==> src/rtl/hba_pkg.sv <==
// Shared constants, FSM state type and a width helper for the HBA bus arbiter.
package hba_pkg;

  localparam int unsigned HBA_DBUS_WIDTH = 8;
  localparam int unsigned HBA_ADDR_WIDTH = 12;

  typedef enum logic [1:0] {
    IDLE,
    GRANT,
    RELEASE
  } arb_state_t;

  // Bits needed to index n items; never less than 1.
  function automatic int unsigned hba_clog2(input int unsigned n);
    int unsigned r;
    r = 1;
    for (int unsigned i = 1; i < 32; i++) begin
      if ((32'd1 << i) < n) r = i + 1;
    end
    return r;
  endfunction

endpackage

==> src/rtl/hba_rr_picker.sv <==
// Rotating-priority encoder: the first requester after last_owner wins, wrapping to 0.
module hba_rr_picker
  import hba_pkg::*;
#(
  parameter int unsigned NUM_MASTERS = 2,
  parameter int unsigned OWNER_W     = hba_clog2(NUM_MASTERS)
) (
  input  logic [NUM_MASTERS-1:0] req_i,
  input  logic [OWNER_W-1:0]     last_owner_i,
  output logic                   any_o,
  output logic [OWNER_W-1:0]     winner_o
);

  // Scan masters above last_owner first, then wrap to 0 .. last_owner.
  always_comb begin
    any_o    = 1'b0;
    winner_o = '0;
    for (int j = 0; j < int'(NUM_MASTERS); j++) begin
      if (!any_o && req_i[j] && (j > int'(last_owner_i))) begin
        any_o    = 1'b1;
        winner_o = OWNER_W'(j);
      end
    end
    for (int j = 0; j < int'(NUM_MASTERS); j++) begin
      if (!any_o && req_i[j] && (j <= int'(last_owner_i))) begin
        any_o    = 1'b1;
        winner_o = OWNER_W'(j);
      end
    end
  end

endmodule

==> src/rtl/hba_arbiter.sv <==
// Round-robin owner arbiter for the HBA bus: IDLE -> GRANT -> RELEASE (one turnaround cycle).
// Optional feature macro HBA_ARB_TIMEOUT_EN: forced release after TIMEOUT_CYCLES without xferack.
module hba_arbiter
  import hba_pkg::*;
#(
  parameter int unsigned NUM_MASTERS    = 2,
  parameter int unsigned DBUS_WIDTH     = HBA_DBUS_WIDTH,
  parameter int unsigned ADDR_WIDTH     = HBA_ADDR_WIDTH,
  parameter int unsigned TIMEOUT_CYCLES = 1024
) (
  input  logic                             hba_clk,
  input  logic                             hba_reset,
  input  logic [NUM_MASTERS-1:0]           m_request,
  input  logic [NUM_MASTERS*ADDR_WIDTH-1:0] m_abus,
  input  logic [NUM_MASTERS-1:0]           m_rnw,
  input  logic [NUM_MASTERS-1:0]           m_select,
  input  logic [NUM_MASTERS*DBUS_WIDTH-1:0] m_dbus,
  input  logic                             hba_xferack,
  output logic [NUM_MASTERS-1:0]           hba_mgrant,
  output logic [ADDR_WIDTH-1:0]            hba_abus,
  output logic                             hba_rnw,
  output logic                             hba_select,
  output logic [DBUS_WIDTH-1:0]            hba_mdbus,
  output logic [2:0]                       arb_owner,
  output logic                             arb_timeout
);

  localparam int unsigned OwnerW = hba_clog2(NUM_MASTERS);

  arb_state_t              state_q, state_d;
  logic [OwnerW-1:0]       owner_q, owner_d;
  logic [OwnerW-1:0]       last_owner_q, last_owner_d;
  logic [NUM_MASTERS-1:0]  grant_q, grant_d;
  logic                    pick_any;
  logic [OwnerW-1:0]       pick_idx;
  logic                    owner_done;
  logic                    timeout_hit;

  hba_rr_picker #(
    .NUM_MASTERS (NUM_MASTERS),
    .OWNER_W     (OwnerW)
  ) u_picker (
    .req_i        (m_request),
    .last_owner_i (last_owner_q),
    .any_o        (pick_any),
    .winner_o     (pick_idx)
  );

  // Owner may leave only once it has neither a request nor a transfer in flight.
  assign owner_done = ~m_request[owner_q] & ~m_select[owner_q];

`ifdef HBA_ARB_TIMEOUT_EN
  logic [15:0] hold_cnt_q, hold_cnt_d;

  assign timeout_hit = (state_q == GRANT) && (hold_cnt_q == 16'(TIMEOUT_CYCLES - 1));

  // Hold counter: zero while idle so it starts at 0 on grant; xferack restarts it.
  always_comb begin
    hold_cnt_d = hold_cnt_q;
    if (state_q == IDLE) begin
      hold_cnt_d = '0;
    end else if (state_q == GRANT) begin
      hold_cnt_d = hba_xferack ? '0 : hold_cnt_q + 16'd1;
    end
  end

  // Hold counter register.
  always_ff @(posedge hba_clk) begin
    if (hba_reset) hold_cnt_q <= '0;
    else           hold_cnt_q <= hold_cnt_d;
  end
`else
  logic unused_xferack;
  assign unused_xferack = hba_xferack ^ (TIMEOUT_CYCLES == 0);
  assign timeout_hit    = 1'b0;
`endif

  // State, owner and registered grant.
  always_ff @(posedge hba_clk) begin
    if (hba_reset) begin
      state_q      <= IDLE;
      owner_q      <= '0;
      last_owner_q <= OwnerW'(NUM_MASTERS - 1);
      grant_q      <= '0;
    end else begin
      state_q      <= state_d;
      owner_q      <= owner_d;
      last_owner_q <= last_owner_d;
      grant_q      <= grant_d;
    end
  end

  // Next state; grant follows the next state so it is visible in the first GRANT cycle.
  always_comb begin
    state_d      = state_q;
    owner_d      = owner_q;
    last_owner_d = last_owner_q;
    case (state_q)
      IDLE: begin
        if (pick_any) begin
          owner_d      = pick_idx;
          last_owner_d = pick_idx;
          state_d      = GRANT;
        end
      end
      GRANT:   if (owner_done || timeout_hit) state_d = RELEASE;
      RELEASE: state_d = IDLE;
      default: state_d = IDLE;
    endcase
    grant_d = '0;
    if (state_d == GRANT) grant_d[owner_d] = 1'b1;
  end

  // Bus mux gated by the one-hot grant; non-owners contribute nothing.
  always_comb begin
    hba_abus  = '0;
    hba_rnw   = 1'b0;
    hba_select = 1'b0;
    hba_mdbus = '0;
    for (int i = 0; i < int'(NUM_MASTERS); i++) begin
      if (grant_q[i]) begin
        hba_abus   = m_abus[i*ADDR_WIDTH +: ADDR_WIDTH];
        hba_rnw    = m_rnw[i];
        hba_select = m_select[i];
        hba_mdbus  = m_dbus[i*DBUS_WIDTH +: DBUS_WIDTH];
      end
    end
    hba_mgrant  = grant_q;
    arb_owner   = 3'(owner_q);
    arb_timeout = timeout_hit;
  end

endmodule

==> config.mk <==
export PLATFORM = sky130hd
export DESIGN_NAME = hba_arbiter
export DESIGN_NICKNAME = d
export VERILOG_FILES = /design/src/rtl/hba_pkg.sv /design/src/rtl/hba_rr_picker.sv /design/src/rtl/hba_arbiter.sv
export SDC_FILE = /design/constraint.sdc
export NUM_CORES = 1
export LEC_CHECK = 0
export BUFFER_PORTS_ARGS = -buffer_cell sky130_fd_sc_hd__clkbuf_2
export CAP_MARGIN = 10
export CORE_MARGIN = 1
export CORE_UTILIZATION = 31
export DETAILED_ROUTE_END_ITERATION = 10
export PLACE_DENSITY_LB_ADDON = 0.05
export SETUP_SLACK_MARGIN = 0.5
export SYNTH_ARGS = -nofsm -noshare
export SYNTH_HDL_FRONTEND = slang
export SYNTH_HIERARCHICAL = 1
export SYNTH_SLANG_ARGS = --single-unit
export TNS_END_PERCENT = 1
==> constraint.sdc <==
create_clock -name hba_clk -period 3.1 [get_ports hba_clk]
set_input_delay 0.155 -clock hba_clk [delete_from_list [all_inputs] [get_ports hba_clk]]
set_output_delay 0.155 -clock hba_clk [all_outputs]
set_load 0.005 [all_outputs]
After elaboration in Yosys (flattened, before gate mapping)
Cells that the tools add are included.
Word-level totals
  bits in registers: 6
  bits of input ports: 49
  output and inout bits: 28
  word-level logic and storage cells: 49
Cells by class
  magnitude comparators: 5
  eq/ne operators: 2
  mux-type cells: 24
  bitwise gates (word level): 4
  reduce and logical (&&, ||, !) cells: 10
Operator list (count)
  $mux W12: 2
  $mux W1: 16
  $mux W8: 2
  $logic_and A1 B1 Y1: 5
  $eq A2 B1 Y1 const B: 2
  $lt A1 B2 Y1 const B: 2
  $mux W2: 2
  $pmux W2 S2: 1
  $not A1 Y1: 3
  $logic_not A1 Y1: 2
  $logic_not A2 Y1: 1
  $reduce_and A2 Y1: 1
  $reduce_or A2 Y1: 1
  $and A1 B1 Y1: 1
  $demux W1 S1: 1
  $ge A1 B1 Y1 const B: 1
  $gt A1 B1 Y1 const A: 1
  $le A1 B1 Y1 const A: 1

Logic depth before layout (Yosys ltp)
Gate-level depths: netlist (run 1).
  word-level depth: 16
  gate-level depth with buffers: 4
  depth with buffers taken out: 4

By module
The synthesis (run 1) kept the hierarchy.
By module, submodules not included
  hba_arbiter: times used 1, cells an instance 63, area each 510.5 sq um, sequential area each 120.1 sq um
  hba_rr_picker: times used 1, cells an instance 2, area each 13.8 sq um, sequential area each 0.0 sq um

Least setup slack after synthesis (run 1)
OpenSTA, ideal clock, no wires.
  path type: reg2out
  start: register grant_q[1], in the netlist hba_mgrant[1]
  end: output hba_abus[0]
  arrival: 0.935 ns
  data required time: 2.945 ns
  slack: 2.010 ns
  stages on the path, launching flop included: 4
  buffers on the path: 2
  path through: dfxtp_1 > buf_2 > clkbuf_1 > a22o_1
On the way
  word-level cells in the longest chain between the ends: 1
RTL lines
  start: declaration: RTL line hba_arbiter.sv:33  | logic [NUM_MASTERS-1:0] grant_q, grant_d;
  start signal: assignment: RTL line hba_arbiter.sv:89  | grant_q <= grant_d;
  $mux W12: RTL line hba_arbiter.sv:121  | if (grant_q[i]) begin
  end: declaration: RTL line hba_arbiter.sv:20  | output logic [ADDR_WIDTH-1:0] hba_abus,
Every way passes these cells.

Final worst setup path (run 1)
  start: register grant_q[1], in the netlist hba_mgrant[1]
  end: output hba_mdbus[6]
On the way
  word-level cells in the longest chain between the ends: 1
RTL lines
  $mux W8: RTL line hba_arbiter.sv:121
  end: declaration: RTL line hba_arbiter.sv:23  | output logic [DBUS_WIDTH-1:0] hba_mdbus,
Every way passes these cells.

==> out/qor.yml, run 1 <==
ys_async_sr_fraction_pct: 0
numCtsBuffers: 3
synth_top_flop_cell: "dfxtp_1"
hold_viol_final: 0
antenna_found_initial: 0
synth_commonest_cells: "a22o_1, dfxtp_1, nand2_1"
synth_cells: 65
met1_usage_pct: 19.9
h-tree-depth: 1
grt_first_pass_wirelength_mm: 2.70
crit_fanout: 26
fin_worst_skew_ps: 9.19
grt_max_degree: 27
synth-simple-area-share_pct: 19.1
netlist.area_leader.share_pct: 33.4
synth_top_cell_by_area: "a22o_1"
synth-edff-count: 0
pre_cts_ws_ps: 1500
synth_xor_area_share_pct: 0
synthTopCellsByArea: "a22o_1, dfxtp_1, buf_4"
placed_area_um2: 867
worst_slew_pin_slew_ps: 790
rsz0062_at_grt: "no"
fin_crit_ps: 1870
status: "finished clean"
vias: 745
maxSlewHeadroom_pct: 47.3
start_util_pct: 34.0
cts_root_buffer: "clkbuf_4"
cellPowerDensity_nw_per_um2: 325
setup_viol: 0
cts_tree: "yes"
die_x_um: 43.1
gp_congestion: 0.742
syn-mean-instance-area_um2: 8.07
nNetsFinal: 185
dieHeight_um: 43.1
synth.ff_latch_count: 6
synth.most_common_cell: "a22o_1"
via_per_inst: 4.97
syn_area_um2: 524
grt_pass1_vias: 649
core_region_area_um2: 1540
track_usage_pct: 18.8
p_leak_nw: 0.515
drt-pass1-iter-count: 3
area_growth_pct: 69.7
yosysUniqueCellTypes: 21
yosysSeqAreaShare_pct: 22.9
post_cts_resized: 0
endpoint_kind: "primary output"
dp_hpwl_mm: 1.46
crit_arrival_ps: 1710
grt.met2_usage_pct: 33.4
gr-total-overflow: 0
fillCellCount: 163
crit_type: "register to primary output"
drive_gt1_share_pct: 58.2
synth-compound-area-share_pct: 46.5
portBuffers: 72
synthMuxAreaShare_pct: 0
top_usage_layer: "met2"
drv_slew: 0
synth_top_family_by_area: "compound AO/OA/AOI/OAI gates"
crit_required_ps: 2940
cts.sink_count: 6
cp-start-kind: "register"
cap_violations: 0
post-route-period-util_pct: 60.3
drtIter0Drc: 3
postRouteAntennaNets: 0
postCtsSetupBuffers: 0
synth_warnings: 6
layout_setup_ws_ps: 1230
clkTransAtPathRegs_ps: 50
design_area_um2: 890
clkLatencyLatePin_ps: 250
routed_wl_mm: 1.73
met3_usage_pct: 5.53
holdCritPathClass: "primary input to register"
wl_per_cell_um: 11.5
core.rowCount: 14
diodes: 0
dieArea_um2: 1860
synthAdderAreaFrac_pct: 0
drc: 0
max_freq_ghz: 0.535
clock_path_buffers: 2
ir_drop_uv: 222
cts_hold_buf: 0
fin_setup_tns_ps: 0
io-pin-count: 77
-- report_power, final --
part	switching, W	internal, W	total (W)
clock network	0.0000287	0.0000438	0.0000725
logic	0.0000502	0.0000711	0.000121
registers	0.0000111	0.0000842	0.0000953
total	0.0000899	0.000199	0.000289
-- state kept, by name (all words and copies together) (netlist names) --
register,cells
hba_mgrant,2
state_q,2
last_owner_q,1
owner_q,1
-- layout by cell type (no fill, tap or decap), types with 2 or more instances in the layout --
master / Yosys / layout
o21ai_0: 4 / 4
dfxtp_1: 6 / 6
nand3b_1: 2 / 2
nor2_1: 2 / 2
a22o_1: 20 / 20
clkbuf_2: 0 / 72
nand2_1: 5 / 5
o211ai_1: 2 / 2
conb_1: 1 / 3
or2_1: 2 / 2
a21oi_1: 4 / 4
clkbuf_4: 0 / 3
-- worst paths after layout --
| kind | start | endpoint | slack, ps | cells after the start |
|---|---|---|---|---|
| setup / recovery | hba_mgrant[1] | hba_mdbus[6] | 1230 | 4 |
| hold / removal | hba_reset | owner_q | 90 | 2 |
| setup reg to reg | last_owner_q | owner_q | 1990 | 3 |
| hold reg to reg | last_owner_q | last_owner_q | 520 | 2 |
-- routing by layer --
layer  share of wire, %  vias up
met5                  0        -
met4               0.81        0
met3                9.2        2
met2                 53       37
met1                 37      326
li1                   -      380
-- critical path, cell delays in order (launching register included) --
cell and delay [ps]:
dfxtp_1 830, nor2b_1 100, buf_4 230, a22o_1 200
clkbuf_2 110
-- area by class of cell --
class / count / area, µm² / area share, %
clock buffer: 3 / 22.5 / 2.53
timing repair buffer: 73 / 368 / 41.4
tap: 16 / 20.0 / 2.25
sequential: 6 / 120 / 13.5
multi-input combinational: 51 / 355 / 39.9
inverter: 1 / 3.75 / 0.422
-- kinds of logic (layout without fill, tap and decap cells) --
kind of cell | after synthesis | after routing
simple gates | 16 | 16
flops | 6 | 6
other cells | 1 | 3
compound gates | 32 | 32
buf+inv | 10 | 77
-- stage by stage --
stage,cells,total power (W),hold slack (ps),utilization (%)
after CTS,150,0.000294,82.2,57.7
after detailed placement,147,0.000219,340,56.3
after floorplan,67,0.000156,224,-
after global routing,150,0.000310,88.3,57.7
final,150,0.000289,94.6,57.7
after global placement,147,0.000216,337,56.3
(Power assumes the default switching activity.)
==> run 2: changes to the inputs <==
- ABC_AREA: default -> 1
- CORE_UTILIZATION: 31 -> 32
- clock period: 3.1 -> 1.8 ns (I/O delays scaled with it)
==> out/qor.yml, run 2 <==
syn_area_um2: 639  # +22%
r2r_cells: 4  # +1
gr-total-overflow: 0  # unchanged
fin_crit_ps: 1200
ir_drop_uv: 448  # +100%
yosysSeqAreaShare_pct: 18.8  # -4.1 points
reg2reg_to: "owner_q"
status: "finished clean"
postRouteAntennaNets: 0  # unchanged
start_util_pct: 35.5  # +1.5 points
via_per_inst: 4.47  # -10%
h-tree-depth: 1  # unchanged
worstReg2RegStart: "state_q[1]"
endpoint_kind: "primary output"
crit_arrival_ps: 1110  # -600 ps
diodes: 0  # unchanged
area_growth_pct: 64.2
synth_top_flop_cell: "dfxtp_1"
layout_commonest_cell: "clkbuf_2"
cts.sink_count: 6  # unchanged
rsz0062_at_grt: "yes"
drv_slew: 0  # unchanged
cp-startpoint: "hba_mgrant[1]"
reg2reg_setup_slack_ps: 900  # -1090 ps
grt_pass1_vias: 735  # +13%
p_leak_nw: 0.663  # +29%
gp_congestion: 0.740  # -0.34%
drive_gt1_share_pct: 49.2  # -9.0 points
cts_tree: "yes"
clkTransAtPathRegs_ps: 40  # about the same
antenna_found_initial: 0  # unchanged
crit_fanout: 22  # -15%
grt_max_degree: 23  # -15%
numCtsBuffers: 3  # unchanged
wl_per_cell_um: 9.56  # -17%
fin_cells: 212  # +41%
drt-pass1-iter-count: 6  # +3
layout_common_cells: "clkbuf_2, nand2_1, nand3_1"
min_path_cells: 2  # unchanged
clkLatencyLatePin_ps: 230  # -20 ps
grt_first_pass_wirelength_mm: 2.96  # +9.5%
crit_type: "register to primary output"
drc: 0  # unchanged
cts_root_buffer: "clkbuf_4"
hold_viol_final: 0  # unchanged
max_freq_ghz: 0.836
clock_path_buffers: 2  # unchanged
synth_commonest_cells: "nand2_1, nand3_1, buf_4, dfxtp_1, inv_1"
yosysUniqueCellTypes: 19  # -9.5%
syn-mean-instance-area_um2: 5.56  # -31%
synth_cells: 115  # +77%
wl_met2_mm: 1.05  # +15%
core_region_area_um2: 1800  # +17%
holdCritPathClass: "primary input to register"
wl_met1_um: 832  # +30%
netlist.area_leader.share_pct: 29.9  # -3.5 points
track_usage_pct: 18.6  # -0.27 points
routed_wl_mm: 2.03  # +17%
synthTopCellsByArea: "nand2_1, dfxtp_1, nand3_1"
vias: 947  # +27%
cap_violations: 0  # unchanged
endpoint: "hba_abus[8]"
synth_warnings: 6  # unchanged
synth.ff_latch_count: 6  # unchanged
core.rowCount: 15  # +1
die_x_um: 46.7  # +8.3%
fin_worst_skew_ps: 0.158  # -9.03 ps
portBuffers: 72  # unchanged
crit_required_ps: 1710  # -1230 ps
nNetsFinal: 238  # +29%
post-route-period-util_pct: 66.5
synth-edff-count: 0  # unchanged
setup_viol: 0  # unchanged
synth.most_common_cell: "nand2_1"
ys_async_sr_fraction_pct: 0  # unchanged
fin_setup_tns_ps: 0  # unchanged
dieArea_um2: 2180  # +17%
cp-start-kind: "register"
dp_hpwl_mm: 1.57  # +8.0%
io-pin-count: 77  # unchanged
highest_layer: "met3"
placed_cells: 206  # +40%
drtIter0Drc: 7  # +4
synth_top_cell_by_area: "nand2_1"
dr_wl_met3_um: 140  # -13%
dieHeight_um: 46.7  # +8.3%
cellPowerDensity_nw_per_um2: 571  # +76%
## run 2: cell types whose count changed in the layout (fill, tap and decap cells not counted), moves of 4 or more
cell / before / now
nand2_1: 5 / 51
nand3_1: 0 / 24
a22o_1: 20 / 0
clkinvlp_4: 0 / 4
inv_1: 1 / 5
o21ai_0: 4 / 0
## run 2: how the worst min path moves through the flow
stage | from | to | slack, ps
after global placement | hba_reset | owner_q | 280
after floorplan | hba_reset | owner_q | 160
after global routing | hba_reset | owner_q | 30
after CTS | hba_reset | owner_q | 30
after detailed placement | hba_reset | owner_q | 280
final | hba_reset | owner_q | 40
## run 2: layer usage
metal  global-route usage, %  up-vias
li1                        -      505
met1                    19.5      407
met2                    37.8       35
met3                    3.92        0
met4                    2.29        0
met5                       0        -
## run 2: what timing repair did
action                     CTS  global route
setup endpoints to repair   22            22
hold buffers                 0             0
cloned                       3             0
hold endpoints to repair     0             0
buffers inserted             0             0
gates resized for setup      7             3
## run 2: cells by family after synthesis
logic type | after synthesis | share of synthesized area, %
and+or+nand+nor | 85 | 59.5
buffers and inverters | 17 | 14.3
AOI/OAI and AO/OA | 6 | 6.85
DFF | 6 | 18.8
other | 1 | 0.587
## run 2: power breakdown
group | internal, W | switching, W | total, W
combinational | 0.000151 | 0.000156 | 0.000307
sequential | 0.000151 | 0.0000280 | 0.000179
clock | 0.0000748 | 0.0000397 | 0.000114
## run 2: area by class of cell
type | count | area, µm²
clock buffers | 3 | 22.5
fillers | 197 | 752
inverters | 7 | 30.0
multi-input cells | 94 | 435
flip-flops and latches | 6 | 125
well taps | 25 | 31.3
repair buffers | 74 | 383
repair inverters | 3 | 22.5
## run 2: critical path: stages (launching register included)
cell	delay (ps)
dfxtp_4	410
buf_6	210
nand2_1	70
nand2_1	70
clkbuf_2	110
## run 2: stage by stage
step           area (µm²)  total power [W]  hold WS, ps  setup WS (ps)  utilization, %
2_1_floorplan         647         0.000338          162            970               -
3_3_place_gp          988         0.000467          281            607            54.9
3_5_place_dp          988         0.000473          283            601            54.9
4_1_cts              1040         0.000607         32.7            480            57.9
5_1_grt              1050         0.000661         34.4            498            58.3
6_report             1050         0.000600         41.6            603            58.3
==> run 3: changes to the inputs <==
- CORE_ASPECT_RATIO: default -> 0.6
- CORE_UTILIZATION: 32 -> 29
- clock period: 1.8 -> 1 ns (I/O delays scaled with it)
==> out/qor.yml, run 3 (synthesized netlist as in run 2, its figures left out) <==
status: "finished with violations"
violations: "negative hold slack, negative setup slack"
gp_congestion: 0.851  # +15%
clock_path_buffers: 2  # unchanged
cts_tree: "yes"
numCtsBuffers: 3  # unchanged
drv_slew: 0  # unchanged
diodes: 0  # unchanged
wl_per_cell_um: 10.2  # +6.8%
swShare_pct: 38.6  # +1.3 points
routed_wl_mm: 2.21  # +9.3%
gr-total-overflow: 0  # unchanged
grt_first_pass_wirelength_mm: 3.41  # +15%
fin_crit_ps: 1100
p_int_w: 0.000737  # +96%
grt_max_degree: 22  # -4.3%
grt_pass1_vias: 805  # +9.5%
drive_gt1_share_pct: 57.7  # +8.5 points
rsz0062_at_grt: "yes"
cellPowerDensity_nw_per_um2: 1040  # +81%
antenna_found_initial: 0  # unchanged
power_frac_seq_pct: 25.9  # -3.9 points
hold_viol_final: 1  # +1
via_per_inst: 4.58  # +2.4%
crit_arrival_ps: 1050  # -60 ps
clkTransAtPathRegs_ps: 50  # about the same
placed_area_um2: 1030  # +3.9%
core_region_area_um2: 1950  # +8.3%
io-pin-count: 77  # unchanged
cp-start-kind: "register"
crit_type: "register to primary output"
h-tree-depth: 1  # unchanged
design_area_um2: 1160  # +10%
drc: 0  # unchanged
dieArea_um2: 2400  # +10%
vias: 993  # +4.9%
endpoint_kind: "primary output"
layout_commonest_cell: "clkbuf_2"
dieHeight_um: 38.4  # -18%
pre_cts_ws_ps: 64.7  # -537 ps
cts_root_buffer: "clkbuf_4"
die_x_um: 62.6  # +34%
core.rowCount: 12  # -3
drt-pass1-iter-count: 4  # -2
cts.sink_count: 6  # unchanged
start_util_pct: 32.8  # -2.7 points
max_freq_ghz: 0.907
postCtsSetupBuffers: 0  # unchanged
cap_violations: 0  # unchanged
crit_fanout: 6  # -73%
pwr-share-clk_pct: 19.4  # +0.3 points
drtIter0Drc: 20  # +13
layout_setup_ws_ps: -102  # -705 ps
ir_drop_uv: 632  # +41%
area_growth_pct: 81.4
whs_ps: -21.6  # -63.2 ps
crit_required_ps: 950  # -760 ps
track_usage_pct: 18.6  # +0.074 points
p_leak_nw: 0.707  # +6.7%
clkLatencyLatePin_ps: 250  # +20 ps
holdCritPathClass: "primary input to register"
postRouteAntennaNets: 0  # unchanged
setup_viol: 22  # +22
dp_hpwl_mm: 1.75  # +11%
nNetsFinal: 240  # +0.84%
power.share.combinational_pct: 54.7  # +3.6 points
layout_common_cells: "clkbuf_2, nand2_1, nand3_1"
post-route-period-util_pct: 110
fin_worst_skew_ps: 0.196  # +0.0382 ps
switchingPower_w: 0.000464  # +110%
portBuffers: 72  # unchanged
==> run 3: cell types whose count changed in the layout (fill, tap and decap cells not counted), sizes merged <==
cell      previous run  this run
buf                  2         8
clkinvlp             4         0
clkbuf              75        74
inv                  6         7
==> run 3: repair_timing <==
action,in CTS,in global routing
pin swaps,12,17
hold endpoints to repair,1,1
resized for setup,25,9
cloned,2,0
setup endpoints to repair,31,31
==> run 3: worst max-delay path, stage by stage, from the launching register on <==
cell and delay, ps:
dfxtp_4 360, inv_6 80, buf_6 130, nand3_2 60, nand2_1 70, clkbuf_2 110
==> run 3: final timing paths <==
check | startpoint | to | slack, ps | cells past startpoint
setup / recovery | hba_mgrant[1] | hba_mdbus[6] | -100 | 5
hold reg to reg | last_owner_q | last_owner_q | 480 | 2
hold / removal | hba_reset | owner_q | -20 | 2
setup reg to reg | state_q[0] | hba_mgrant[0] | 100 | 4
==> run 3: per-layer routing <==
| layer | track usage, % | up-vias | wire length [µm] | part of all wire [%] |
|---|---|---|---|---|
| li1 | - | 512 | - | - |
| met3 | 5.95 | 2 | 187 | 8.4 |
| met2 | 35.1 | 46 | 1080 | 49 |
| met1 | 20.9 | 433 | 930 | 42 |
| met5 | 0 | - | 0 | 0 |
| met4 | 5.23 | 0 | 14 | 0.63 |
==> run 3: stage by stage <==
stage               std cells  TNS, ps  hold slack [ps]  power [W]  utilization (%)
finish                    217    -1710            -21.6    0.00120             59.4
global route              217    -3190            -19.0    0.00130             59.4
CTS                       217    -1890            -32.1    0.00119             57.6
detailed placement        212        0              248   0.000899             52.6
global placement          212        0              245   0.000884             52.6
floorplan                 117        0              122   0.000610                -
==> run 3: layout make-up <==
| type | count | area (µm²) |
|---|---|---|
| Tap cell | 28 | 35.0 |
| Inverter | 7 | 31.3 |
| Clock buffer | 3 | 22.5 |
| Timing Repair Buffer | 79 | 444 |
| Sequential cell | 6 | 134 |
| Fill cell | 203 | 792 |
| Multi-Input combinational cell | 94 | 493 |
==> run 3: power groups by stage <==
stage | clock network, W | logic (W) | registers (W)
2_1_floorplan | 0 | 0.000312 | 0.000297
3_5_place_dp | 0 | 0.000595 | 0.000304
5_1_grt | 0.000260 | 0.000726 | 0.000315
3_3_place_gp | 0 | 0.000580 | 0.000303
4_1_cts | 0.000244 | 0.000637 | 0.000309
6_report | 0.000233 | 0.000657 | 0.000311
